`src/rtl/sweep_pkg.sv`:
```
// Shared definitions for the stepped-frequency sweep controller: state encoding and default widths.
package sweep_pkg;

    localparam int FW_DEF = 32;
    localparam int NW_DEF = 16;
    localparam int SW_DEF = 24;

    typedef enum logic [2:0] {
        ST_IDLE    = 3'd0,
        ST_LOAD    = 3'd1,
        ST_SETTLE  = 3'd2,
        ST_CAPTURE = 3'd3,
        ST_NEXT    = 3'd4,
        ST_DONE    = 3'd5
    } state_e;

endpackage

```
`src/rtl/dwell_timer.sv`:
```
// Dwell counter: counts enabled cycles from a clear, flags when the count equals the target.
module dwell_timer
    import sweep_pkg::*;
#(
    parameter int SW = SW_DEF
) (
    input  logic          clk,
    input  logic          rst_n,
    input  logic          clr_i,
    input  logic          en_i,
    input  logic [SW-1:0] target_i,
    output logic          hit_o
);

    logic [SW-1:0] count_q;
    logic [SW-1:0] count_d;

    always_comb begin
        count_d = count_q;
        if (clr_i) begin
            count_d = '0;
        end else if (en_i) begin
            count_d = count_q + 1'b1;
        end
    end

    always_ff @(posedge clk or negedge rst_n) begin
        if (!rst_n) begin
            count_q <= '0;
        end else begin
            count_q <= count_d;
        end
    end

    assign hit_o = (count_q == target_i);

endmodule

```
`src/rtl/sweep_ctrl.sv`:
```
// Stepped-frequency sweep sequencer driving the DDS tuning word and the capture request.
// Optional macro SWEEP_LOOP_EN adds loop_en: restart from fre_start after the last point.
module sweep_ctrl
    import sweep_pkg::*;
#(
    parameter int FW = FW_DEF,
    parameter int NW = NW_DEF,
    parameter int SW = SW_DEF
) (
    input  logic          clk,
    input  logic          rst_n,
    input  logic          start,
    input  logic          abort,
    input  logic [FW-1:0] fre_start,
    input  logic [FW-1:0] fre_step,
    input  logic [NW-1:0] step_num,
    input  logic [SW-1:0] settle_cycles,
    input  logic          cap_done,
`ifdef SWEEP_LOOP_EN
    input  logic          loop_en,
`endif
    output logic          cap_req,
    output logic [FW-1:0] fre_k,
    output logic [NW-1:0] step_idx,
    output logic          busy,
    output logic          done
);

    state_e        state_q, state_d;
    logic [FW-1:0] fre_k_q, fre_k_d;
    logic [NW-1:0] step_idx_q, step_idx_d;
    logic [FW-1:0] step_q, step_d;
    logic [NW-1:0] num_q, num_d;
    logic [SW-1:0] settle_q, settle_d;
    logic          settle_hit;
    logic          is_last;
    logic          abort_go;

    assign is_last  = (step_idx_q == (num_q - 1'b1));
    assign abort_go = abort && (state_q != ST_IDLE);

    always_ff @(posedge clk or negedge rst_n) begin
        if (!rst_n) begin
            state_q <= ST_IDLE;
        end else begin
            state_q <= state_d;
        end
    end

    // Abort wins over every other event in a busy state, including cap_done.
    always_comb begin
        state_d = state_q;
        if (abort_go) begin
            state_d = ST_IDLE;
        end else begin
            case (state_q)
                ST_IDLE:    if (start) state_d = ST_LOAD;
                ST_LOAD:    state_d = (step_num == '0) ? ST_DONE : ST_SETTLE;
                ST_SETTLE:  if (settle_hit) state_d = ST_CAPTURE;
                ST_CAPTURE: begin
                    if (cap_done) begin
                        if (is_last) begin
`ifdef SWEEP_LOOP_EN
                            state_d = loop_en ? ST_LOAD : ST_DONE;
`else
                            state_d = ST_DONE;
`endif
                        end else begin
                            state_d = ST_NEXT;
                        end
                    end
                end
                ST_NEXT:    state_d = ST_SETTLE;
                ST_DONE:    state_d = ST_IDLE;
                default:    state_d = ST_IDLE;
            endcase
        end
    end

    always_comb begin
        busy    = (state_q != ST_IDLE);
        cap_req = (state_q == ST_CAPTURE);
        done    = (state_q == ST_DONE);
    end

    // Sweep configuration is captured only in LOAD; fre_k/step_idx hold through IDLE.
    always_comb begin
        fre_k_d    = fre_k_q;
        step_idx_d = step_idx_q;
        step_d     = step_q;
        num_d      = num_q;
        settle_d   = settle_q;
        if (!abort_go) begin
            case (state_q)
                ST_LOAD: begin
                    fre_k_d    = fre_start;
                    step_idx_d = '0;
                    step_d     = fre_step;
                    num_d      = step_num;
                    settle_d   = settle_cycles;
                end
                ST_NEXT: begin
                    fre_k_d    = fre_k_q + step_q;
                    step_idx_d = step_idx_q + 1'b1;
                end
                default: ;
            endcase
        end
    end

    always_ff @(posedge clk or negedge rst_n) begin
        if (!rst_n) begin
            fre_k_q    <= '0;
            step_idx_q <= '0;
            step_q     <= '0;
            num_q      <= '0;
            settle_q   <= '0;
        end else begin
            fre_k_q    <= fre_k_d;
            step_idx_q <= step_idx_d;
            step_q     <= step_d;
            num_q      <= num_d;
            settle_q   <= settle_d;
        end
    end

    dwell_timer #(.SW(SW)) u_settle (
        .clk      (clk),
        .rst_n    (rst_n),
        .clr_i    ((state_q == ST_LOAD) || (state_q == ST_NEXT)),
        .en_i     (state_q == ST_SETTLE),
        .target_i (settle_q),
        .hit_o    (settle_hit)
    );

    assign fre_k    = fre_k_q;
    assign step_idx = step_idx_q;

endmodule

```
`config.mk`:
```
export PLATFORM = sky130hd
export DESIGN_NAME = sweep_ctrl
export DESIGN_NICKNAME = d
export VERILOG_FILES = /design/src/rtl/sweep_pkg.sv /design/src/rtl/dwell_timer.sv /design/src/rtl/sweep_ctrl.sv
export SDC_FILE = /design/constraint.sdc
export NUM_CORES = 1
export LEC_CHECK = 0
export ABC_AREA = 1
export CAP_MARGIN = 15
export CORE_MARGIN = 2
export CORE_UTILIZATION = 45
export CTS_CLUSTER_DIAMETER = 60
export DETAILED_ROUTE_END_ITERATION = 10
export DONT_BUFFER_PORTS = 1
export PLACE_DENSITY = 0.69
export SLEW_MARGIN = 40
export SYNTH_ARGS = -nofsm -noshare
export SYNTH_HDL_FRONTEND = slang
export SYNTH_SLANG_ARGS = --single-unit
```
`constraint.sdc`:
```
create_clock -name clk -period 2.9 [get_ports clk]
set_input_delay 0.58 -clock clk [delete_from_list [all_inputs] [get_ports clk]]
set_output_delay 0.58 -clock clk [all_outputs]
set_load 0.02 [all_outputs]
```
==> out/metrics.csv <==
metric,value,unit
status,"finished, violations left",
violations,hold timing,
yosys_warnings,0,
cp_cell_sequence,ha_1 -> inv_1 -> fa_1 -> o21ai_0 -> nand2_1 -> nand2_1 -> nand3_1 -> nand2_1 -> nand2_1 -> nand3_1 -> nand3_1 -> nand2_1 -> nand2_1,
design.die.area,22000,um2
root_buffer,clkbuf_16,
synthFlopType,dfrtp_1,
antenna_found_initial,0,
syn_nets,1497,
grt-ovfl-total,0,
gp_congestion,0.949,
post-route-min-period,2620,ps
setup_tns,0,ps
cts_tree,yes,
stdcell_area,10300,um2
placed_area,9670,um2
nFillCells,2078,
setup_viol,0,
synth_commonest_cells,"nand2_1 (473), nor2_1 (153), dfrtp_1 (147)",
holdWs,-152,ps
area_growth,9.42,%
grt_pass1_wl,42.9,mm
num_antenna_cells,0,
cts-htree-levels,4,
reg2reg_depth,13,
num_rows,52,
final_nets,1489,
grt_pass1_vias,8345,
syn_area,9380,um2
slew-limit-headroom,0.442,
finalHoldViolCount,147,
crit_family,simple AND/OR/NAND/NOR gates,
synth_area_leaders,"dfrtp_1 (39%), nand2_1 (19%), nor2_1 (6.1%), inv_1 (4.7%), ha_1 (4.5%)",
drive_gt1_frac,0.0442,
drc,0,
ant_nets,0,
slew_violations,0,
num_io_pins,160,
synth_top_area_frac,0.392,
peakVddDrop,417,uV
reg2reg_slack,280,ps
synthArstFlopShare,1.00,
multi_input_area,5100,um2
cts_made_buffers,17,
synth.most_common_cell,nand2_1,
p_leak,5.01,nW
r2r_end,fre_k[30]$_DFFE_PN0P_,
syn_avg_cell_area,6.93,um2
crit_type,register to register,
regArea,3680,um2
dp_slack,293,ps
netlist_instances,1353,
cts.sinks,147,
fin_crit_sh,0.904,
track_usage,0.244,
synth_cell_types,40,
synth_top_area_cell,dfrtp_1,
cp.depth,13,
post_cts_buffers,0,
critPathLaunchType,register,
clock_latency,430,ps
drv_cap,0,
ys_seq_area_frac,0.392,
worstReg2RegStart,fre_k[0]$_DFFE_PN0P_,
power.density,1110,nW/um2
crit_start,fre_k[0]$_DFFE_PN0P_,
drt_iter0_drc,658,
end_kind,register,
slowest_delay,490,ps
synth-edff-count,0,
worst-path-buf-inv,1,
wl_per_cell,16.2,um
synth_seq_cells,147,
skew,13.0,ps
required,3220,ps
worstPathMaxFanout,4,
hp-class,input pin to async pin,
io_buffers,0,
crit_slowest_cell,dfrtp_1,
worst_slew_pin_slew,830,ps
dieHeight,148,um
rsz0062_at_grt,no,
utilization,0.504,
worst_slack,279,ps
viasPerCell,5.41,
grt_start_max_net_pins,148,
num_vias,8802,
die-width,148,um
clock_path_buffers,2,
post_cts_resized,0,
setup.worst_path.end,fre_k[30]$_DFFE_PN0P_,
cpMostUsedCell,nand2_1,
dpl.hpwl,19.5,mm
dr.pass1.iters,5,
initial_core_util,0.461,
clkSlewWorstSetupHoldPaths,60,ps
worstPathArrival,2940,ps
fmax,381,MHz
routed_wl,26.3,mm
core-area,20400,um2
cell families after synthesis:
group	count (synthesis)	synth area share
flip-flops	147	0.392
AND/OR/NAND/NOR	773	0.341
adder cells (fa/ha/maj)	35	0.0475
XOR/XNOR	53	0.0495
AO/OA/AOI/OAI	184	0.104
multiplexers	1	0.00107
buffers and inverters	160	0.0650
layout by cell type, fill, tap and decap left out, types with 2 or more instances in the layout:
cell type	instances
a21o_1	3
a21oi_1	83
a31oi_1	4
buf_4	9
bufinv_16	3
clkbuf_16	17
clkinv_1	2
clkinv_2	4
clkinv_4	2
clkinvlp_4	3
dfrtp_1	147
ha_1	34
inv_1	118
inv_2	3
nand2_1	473
nand2_4	2
nand3_1	76
nand3b_1	2
nand4_1	22
nor2_1	152
nor2_2	2
nor2_4	4
nor3_1	26
nor3_2	2
nor4_1	6
o211ai_1	3
o21a_1	3
o21ai_0	76
o21ai_1	2
o21bai_1	4
o22ai_1	2
o31ai_1	3
or2_2	2
xnor2_1	27
xor2_1	26
worst min path at each step:
stage / slack (ps) / start / cells past startpoint / to
after floorplan: 280 / rst_n / 0 / fre_k[0]$_DFFE_PN0P_
after global placement: 290 / rst_n / 0 / step_q[6]$_DFFE_PN0P_
after detailed placement: 290 / rst_n / 0 / step_q[6]$_DFFE_PN0P_
after CTS: -170 / rst_n / 0 / step_q[22]$_DFFE_PN0P_
after global routing: -170 / rst_n / 0 / step_q[6]$_DFFE_PN0P_
final: -150 / rst_n / 0 / step_q[6]$_DFFE_PN0P_
routing by layer:
metal  up-vias  GRT usage  part of all wire
met4         0     0.0743             0.018
met3        37     0.0509             0.070
met5         -          0                 0
met1      4135      0.343              0.46
met2       298      0.381              0.45
li1       4332          -                 -
per-stage QoR:
step           power, mW  hold WS (ps)  std cells
2_1_floorplan       7.67           284       1353
5_1_grt             12.4          -173       1627
6_report            11.4          -152       1627
3_3_place_gp        9.00           292       1596
3_5_place_dp        9.12           293       1596
4_1_cts             11.4          -166       1627
layout make-up:
class	count	share of cell area
tap	270	0.0329
clock buffer	18	0.0428
multi-input combinational	1046	0.497
timing repair buffer	10	0.00853
sequential	147	0.358
clock inverter	13	0.0155
inverter	123	0.0450
where the power goes:
part           switching (mW)  total [mW]  internal [mW]  leakage [nW]
Sequential               1.01        3.78           2.78          1.88
Combinational            3.52        5.37           1.85          2.84
Clock                   0.920        2.29           1.37         0.288
state kept, by name (all words and copies together), names as in the netlist:
name and flops:
u_settle.count_q 24, state_q 3, fre_k 32, step_idx 16
num_q 16, step_q 32, settle_q 24
Note: power is estimated with default switching activity, not from simulation.
